==> src/rtl/queue_pkg.sv <==
// Shared types and sizing for the byte queue.
package queue_pkg;

    localparam int QUEUE_DATA_W = 8;
    localparam int QUEUE_DEPTH  = 8;
    localparam int QUEUE_PTR_W  = $clog2(QUEUE_DEPTH);

    typedef logic [QUEUE_DATA_W-1:0] queue_data_t;
    typedef logic [QUEUE_PTR_W-1:0]  queue_ptr_t;

endpackage

==> src/rtl/byte_queue.sv <==
// 8-deep x 8-bit synchronous FIFO with registered pop data and occupancy.
// Optional sticky overflow/underflow flags when QUEUE_ERR_FLAGS_EN is defined.
module byte_queue
    import queue_pkg::*;
#(
    parameter int DATA_W = QUEUE_DATA_W,
    parameter int DEPTH  = QUEUE_DEPTH
) (
    input  logic                        clk_10khz,
    input  logic                        reset,
    input  logic [DATA_W-1:0]           data_in,
    input  logic                        enqueue_in,
    input  logic                        dequeue_in,
    output logic [$clog2(DEPTH):0]      len_out,
    output logic [DATA_W-1:0]           data_out
`ifdef QUEUE_ERR_FLAGS_EN
    ,
    output logic                        overflow_out,
    output logic                        underflow_out
`endif
);

    localparam int PTR_W = $clog2(DEPTH);
    localparam int LEN_W = PTR_W + 1;

    logic [DATA_W-1:0] mem [DEPTH];

    logic [PTR_W-1:0]  rd_ptr_reg;
    logic [PTR_W-1:0]  wr_ptr_reg;
    logic [LEN_W-1:0]  count_reg;
    logic [LEN_W-1:0]  count_next;
    logic [DATA_W-1:0] data_out_reg;

    logic full;
    logic empty;
    logic push;
    logic pop;

    assign full  = (count_reg == LEN_W'(DEPTH));
    assign empty = (count_reg == '0);
    // A pop frees the slot, so a push into a full queue is allowed alongside it.
    assign push  = enqueue_in & (~full | pop);
    assign pop   = dequeue_in & ~empty;

    always_comb begin
        count_next = count_reg;
        if (push && !pop) begin
            count_next = count_reg + LEN_W'(1);
        end else if (pop && !push) begin
            count_next = count_reg - LEN_W'(1);
        end
    end

    // Storage has no reset so it maps onto plain RAM.
    always_ff @(posedge clk_10khz) begin
        if (push) begin
            mem[wr_ptr_reg] <= data_in;
        end
    end

    always_ff @(posedge clk_10khz) begin
        if (reset) begin
            rd_ptr_reg   <= '0;
            wr_ptr_reg   <= '0;
            count_reg    <= '0;
            data_out_reg <= '0;
        end else begin
            count_reg <= count_next;
            if (push) begin
                wr_ptr_reg <= wr_ptr_reg + PTR_W'(1);
            end
            if (pop) begin
                data_out_reg <= mem[rd_ptr_reg];
                rd_ptr_reg   <= rd_ptr_reg + PTR_W'(1);
            end
        end
    end

    assign len_out  = count_reg;
    assign data_out = data_out_reg;

`ifdef QUEUE_ERR_FLAGS_EN
    logic overflow_reg;
    logic underflow_reg;

    always_ff @(posedge clk_10khz) begin
        if (reset) begin
            overflow_reg  <= 1'b0;
            underflow_reg <= 1'b0;
        end else begin
            if (enqueue_in && !push) begin
                overflow_reg <= 1'b1;
            end
            if (dequeue_in && empty) begin
                underflow_reg <= 1'b1;
            end
        end
    end

    assign overflow_out  = overflow_reg;
    assign underflow_out = underflow_reg;
`endif

endmodule

==> config.mk <==
export PLATFORM = sky130hd
export DESIGN_NAME = byte_queue
export DESIGN_NICKNAME = d
export VERILOG_FILES = /design/src/rtl/queue_pkg.sv /design/src/rtl/byte_queue.sv
export SDC_FILE = /design/constraint.sdc
export NUM_CORES = 1
export LEC_CHECK = 0
export CAP_MARGIN = 20
export CORE_ASPECT_RATIO = 2
export CORE_UTILIZATION = 55
export DETAILED_ROUTE_END_ITERATION = 8
export GPL_TIMING_DRIVEN = 0
export HOLD_SLACK_MARGIN = 0.15
export PLACE_DENSITY = 0.76
export SLEW_MARGIN = 20
export SYNTH_ARGS = -nofsm -noshare
export SYNTH_HDL_FRONTEND = slang
export SYNTH_SLANG_ARGS = --single-unit
==> constraint.sdc <==
create_clock -name clk_10khz -period 3.6 [get_ports clk_10khz]
set_input_delay 0.72 -clock clk_10khz [delete_from_list [all_inputs] [get_ports clk_10khz]]
set_output_delay 0.72 -clock clk_10khz [all_outputs]
set_load 0.05 [all_outputs]
==> impl_metrics.toml, run 1 <==
[outcome]
run_status = "finished, final reports clean"

[cts]
cts_tree = "done"
cts-resized-gates = 0
path_clk_slew_ns = 0.06
cts_buffers = 9
cts_root_buffer = "clkbuf_16"
hold_buffers = 0
cts_buffer_depth = 2
worstSkewPairLatency_ns = 0.33
htreeDepth = 3
cts_setup_buffers = 0
clkSinkCount = 82

[placement]
place_congestion = 0.749
placed_area_mm2 = 0.00359
hpwl_um = 4260
dp_slack_ns = 0.105
portBuffers = 22

[synth]
ys_dominant_reg_cell = "edfxtp_1"
postSynth.asyncResetShare_pct = 0
synth_edf_count = 64
avgSynthCellArea_um2 = 17.2
yosys_warnings = 0
ys_seq_area_share_pct = 70.0
netlist_instances = 190
syn_nets = 208
netlist-cell-type-count = 32
syn_area_mm2 = 0.00326
ys_ff_latch = 82

[min_path]
min_path_type = "reg2reg"

[timing]
hold_viol = 0
rsz0062_at_grt = "no"
post-route-period-util_pct = 87.6
fmax_ghz = 0.317
layout_setup_ws_ns = 0.446
finalSetupViolations = 0
worstMarginPinSlew_ns = 0.873
min_period_ns = 3.15
finalMaxSlewViolations = 0
finalSetupTns_ns = 0
slew-limit-headroom_pct = 41.5
fin_worst_skew_ns = 0.00491

[critical_path]
crit_buf_inv = 3
start_kind = "input pin"
arrival_ns = 3.38
slowest_delay_ns = 0.42
cp_cell_sequence = "clkdlybuf4s50_1, nand2b_1, o21ai_4, inv_1, ha_1, inv_1, ha_1, a21oi_1, a211oi_1, a31oi_1, mux2_2"
path_max_fanout = 6
crit_family = "compound AO/OA/AOI/OAI gates"
critPathKind = "in2reg"
cp_slowest_cell = "clkdlybuf4s50_1"
cp.required_ns = 3.82
crit_path_end_kind = "flop"

[floorplan]
dieArea_mm2 = 0.00626
start_util_pct = 57.1
io_pins = 24
dieHeight_um = 111
die_w_um = 56.4
core_area_mm2 = 0.00571
rows = 39

[global_routing]
grt_overflow = 0
grt_usage_pct = 22.5
grt_max_degree = 14
grt_pass1_wl_um = 9930
grt_pass1_vias = 1857
antenna_found_initial = 0

[finish]
largest_reg_flops = 64
layout.nets = 243
final_cell_mix = "64 x edfxtp_1, 22 x clkdlybuf4s50_1, 21 x nor2_1"
final_common_cell = "edfxtp_1"
fin_util_pct = 67.9
diodes = 0
drive_above_1_share_pct = 21.4
syn_to_final_growth_pct = 19.0
finish.instance_area_mm2 = 0.00388

[routing]
first_iter_violations = 115
drc_errors = 0
vias = 1741
antenna_left = 0
drt_wl_total_um = 6180
wire_per_inst_um = 21.3
viasPerCell = 6.00
first_pass_iters = 4

[power]
power_density_mw_per_mm2 = 759
ir_drop_mv = 0.757
cellLeakagePower_nw = 1.30
total_power_mw = 2.94

[flow_run]
cap_violations = 0
-- cells in the mapped netlist, types with 2 or more instances --
| library cell | n | area share, % |
|---|---|---|
| a21oi_1 | 4 | 0.61 |
| buf_2 | 2 | 0.31 |
| buf_6 | 2 | 0.69 |
| clkbuf_1 | 3 | 0.35 |
| dfxtp_1 | 18 | 11 |
| edfxtp_1 | 64 | 59 |
| ha_1 | 5 | 1.9 |
| inv_1 | 3 | 0.35 |
| mux4_1 | 3 | 2.4 |
| mux4_2 | 13 | 9.0 |
| nand2_1 | 8 | 0.92 |
| nand2b_1 | 4 | 0.77 |
| nor2_1 | 21 | 2.4 |
| nor3_1 | 4 | 0.61 |
| nor3_2 | 8 | 2.5 |
| o22ai_1 | 8 | 1.5 |
| xnor2_1 | 3 | 0.81 |
| xor2_1 | 3 | 0.81 |
-- final timing paths --
kind | start | end | cells after the start | slack, ns
max | dequeue_in | len_out[3] | 11 | 0.45
max reg2reg | len_out[0] | len_out[3] | 10 | 0.62
min | data_out[1] | data_out[1] | 2 | 0.50
min reg2reg | data_out[1] | data_out[1] | 2 | 0.50
-- worst register-to-register path, stage by stage (launching register included) --
cell	delay [ns]
dfxtp_1	0.38
or3_4	0.45
o21ai_4	0.28
inv_1	0.20
ha_1	0.25
inv_1	0.14
ha_1	0.30
a21oi_1	0.20
a211oi_1	0.10
a31oi_1	0.21
mux2_2	0.36
-- cell families (layout without fill, tap and decap cells) --
group	count (synthesis)	in the layout	synth area share [%]
multiplexers	18	18	12.1
adder cells (fa/ha/maj)	6	6	2.53
AND/OR/NAND/NOR	49	49	8.06
AO/OA/AOI/OAI	17	17	3.65
XOR/XNOR	6	6	1.61
buffers and inverters	12	51	2.07
flip-flops	82	82	70.0
-- per-layer routing --
metal | vias up | global-route usage (%) | wire (µm) | part of all wire, %
met1 | 868 | 24.6 | 2260 | 37
met2 | 52 | 39.8 | 3550 | 57
met4 | 0 | 11.7 | 154 | 2.5
met5 | - | 0 | 0 | 0
li1 | 808 | - | - | -
met3 | 13 | 4.32 | 210 | 3.4
-- where the power goes --
| group | internal [mW] | switching, mW | total [mW] |
|---|---|---|---|
| logic | 0.382 | 0.511 | 0.892 |
| registers | 1.12 | 0.0662 | 1.18 |
| clock network | 0.528 | 0.341 | 0.868 |
| total | 2.03 | 0.917 | 2.94 |
-- cell type report --
type | count | area [µm²]
sequential | 82 | 2280
inverter | 3 | 11.3
timing repair buffer | 24 | 233
multi-input combinational | 96 | 936
tap | 61 | 76.3
clock inverter | 6 | 57.6
fill | 373 | 1830
clock buffer | 9 | 225
buffer | 9 | 56.3
-- through the flow --
step	hold WS, ns	instances
6_report	0.497	290
3_3_place_gp	0.482	273
3_5_place_dp	0.490	275
2_1_floorplan	0.492	190
5_1_grt	0.531	290
4_1_cts	0.503	290
Power figures use the tool's default switching activity.
==> run 2: changes to the inputs <==
--- a/config.mk
+++ b/config.mk
@@ -16,3 +16,4 @@
 export SYNTH_ARGS = -nofsm -noshare
 export SYNTH_HDL_FRONTEND = slang
 export SYNTH_SLANG_ARGS = --single-unit
+export TNS_END_PERCENT = 50
==> results of run 2 <==
Same layout as run 1: the final DEF is identical, and so are final timing and power.
==> run 3: changes to the inputs <==
--- a/config.mk
+++ b/config.mk
@@ -6,12 +6,15 @@
 export NUM_CORES = 1
 export LEC_CHECK = 0
 export CAP_MARGIN = 20
+export CELL_PAD_IN_SITES_DETAIL_PLACEMENT = 1
+export CELL_PAD_IN_SITES_GLOBAL_PLACEMENT = 1
 export CORE_ASPECT_RATIO = 2
-export CORE_UTILIZATION = 55
+export CORE_MARGIN = 2
+export CORE_UTILIZATION = 49
 export DETAILED_ROUTE_END_ITERATION = 8
 export GPL_TIMING_DRIVEN = 0
 export HOLD_SLACK_MARGIN = 0.15
-export PLACE_DENSITY = 0.76
+export PLACE_DENSITY_LB_ADDON = 0.1
 export SLEW_MARGIN = 20
 export SYNTH_ARGS = -nofsm -noshare
 export SYNTH_HDL_FRONTEND = slang
==> impl_metrics.toml, run 3 (same netlist as run 1, synthesis figures left out) <==
[outcome]
run_status = "finished, final reports clean"

[cts]
worstSkewPairLatency_ns = 0.33
cts_root_buffer = "clkbuf_16"
cts-resized-gates = 0
cts_buffer_depth = 2
cts_setup_buffers = 0
path_clk_slew_ns = 0.06
clkSinkCount = 82
cts_buffers = 9
cts_tree = "done"
hold_buffers = 0
htreeDepth = 3

[routing]
drc_errors = 0
drt_wl_total_um = 6140
vias = 1735
first_iter_violations = 89
antenna_left = 0
viasPerCell = 5.44
wire_per_inst_um = 19.2
first_pass_iters = 4

[global_routing]
grt_overflow = 0
grt_usage_pct = 20.1
grt_max_degree = 15
grt_pass1_vias = 1872
grt_pass1_wl_um = 10200
antenna_found_initial = 0

[floorplan]
dieArea_mm2 = 0.00736
start_util_pct = 50.0
die_w_um = 61.7
io_pins = 24
dieHeight_um = 119
core_area_mm2 = 0.00652
rows = 42

[timing]
finalSetupViolations = 0
hold_ws_ns = 0.498
min_period_ns = 3.02
finalMaxSlewViolations = 0
finalSetupTns_ns = 0
rsz0062_at_grt = "no"
fmax_ghz = 0.332
hold_viol = 0
post-route-period-util_pct = 83.8
worstMarginPinSlew_ns = 0.829
fin_worst_skew_ns = 0.00455
slew-limit-headroom_pct = 44.5

[power]
cellLeakagePower_nw = 1.31
total_power_mw = 2.96
switching_power_mw = 0.925
p_comb_share_pct = 30.0
seqPwrFrac_pct = 39.9
intPower_mw = 2.04
ir_drop_mv = 0.421
power_density_mw_per_mm2 = 753
pwr-share-clk_pct = 30.1
swShare_pct = 31.2

[finish]
drive_above_1_share_pct = 22.9
diodes = 0
layout.nets = 244
final_cell_mix = "64 x edfxtp_1, 22 x clkdlybuf4s50_1, 21 x nor2_1"
finish.instance_area_mm2 = 0.00393
final_common_cell = "edfxtp_1"
largest_reg_flops = 64
syn_to_final_growth_pct = 20.7

[critical_path]
arrival_ns = 3.24
cp.required_ns = 3.82
crit_path_end_kind = "flop"
critPathKind = "in2reg"
path_max_fanout = 6
start_kind = "input pin"
cp_cell_sequence = "clkdlybuf4s50_1, nand2b_1, o21ai_4, inv_1, ha_1, inv_1, ha_1, a21oi_1, a211oi_1, a31oi_1, mux2_2"
cp_slowest_cell = "clkdlybuf4s50_1"
slowest_delay_ns = 0.42
reg2reg_from = "len_out[0]"
crit_start = "dequeue_in"

[placement]
portBuffers = 22
hpwl_um = 4260
place_congestion = 0.702
placed_area_mm2 = 0.00364

[flow_run]
cap_violations = 0

[min_path]
min_path_type = "reg2reg"
min_from = "data_out[3]"
[run 3: layout make-up]
| class | instances | area, µm² |
|---|---|---|
| Buffer | 9 | 56.3 |
| Clock buffer | 10 | 229 |
| Clock inverter | 6 | 67.6 |
| Fill cell | 620 | 2580 |
| Inverter | 3 | 11.3 |
| Multi-Input combinational cell | 96 | 936 |
| Sequential cell | 82 | 2280 |
| Tap cell | 88 | 110 |
| Timing Repair Buffer | 25 | 240 |
[run 3: final timing paths]
check | endpoint | cells after the start | slack, ns
setup / recovery | len_out[3] | 11 | 0.58
hold / removal | data_out[3] | 2 | 0.50
setup reg to reg | len_out[3] | 10 | 0.76
hold reg to reg | data_out[3] | 2 | 0.50
[run 3: routing by layer]
metal	global-route usage (%)	vias up	wire length, µm
met2	29.9	42	3180
met4	8.11	0	140
li1	-	810	-
met5	0	-	0
met1	27.7	870	2610
met3	5.54	13	203
[run 3: power groups by stage]
stage	combinational, mW	sequential [mW]	clock (mW)
6_report	0.890	1.18	0.891
2_1_floorplan	0.487	1.36	0
5_1_grt	0.967	1.20	0.942
3_3_place_gp	0.876	1.20	0
4_1_cts	0.910	1.18	0.905
3_5_place_dp	0.899	1.20	0
[run 3: critical path: cells and delay by family]
kind            cells  cell delay (ns)
compound gates      4             0.74
fa+ha+maj           2             0.53
simple gates        1             0.20
buf+inv             3             0.71
mux                 1             0.35
[run 3: stage by stage]
stage | util (%) | setup slack, ns | cells
after floorplan | - | 0.843 | 190
after CTS | 60.3 | 0.562 | 319
after global placement | 55.1 | 0.0712 | 300
after detailed placement | 55.8 | 0.229 | 303
final | 60.3 | 0.584 | 319
after global routing | 60.3 | 0.342 | 319
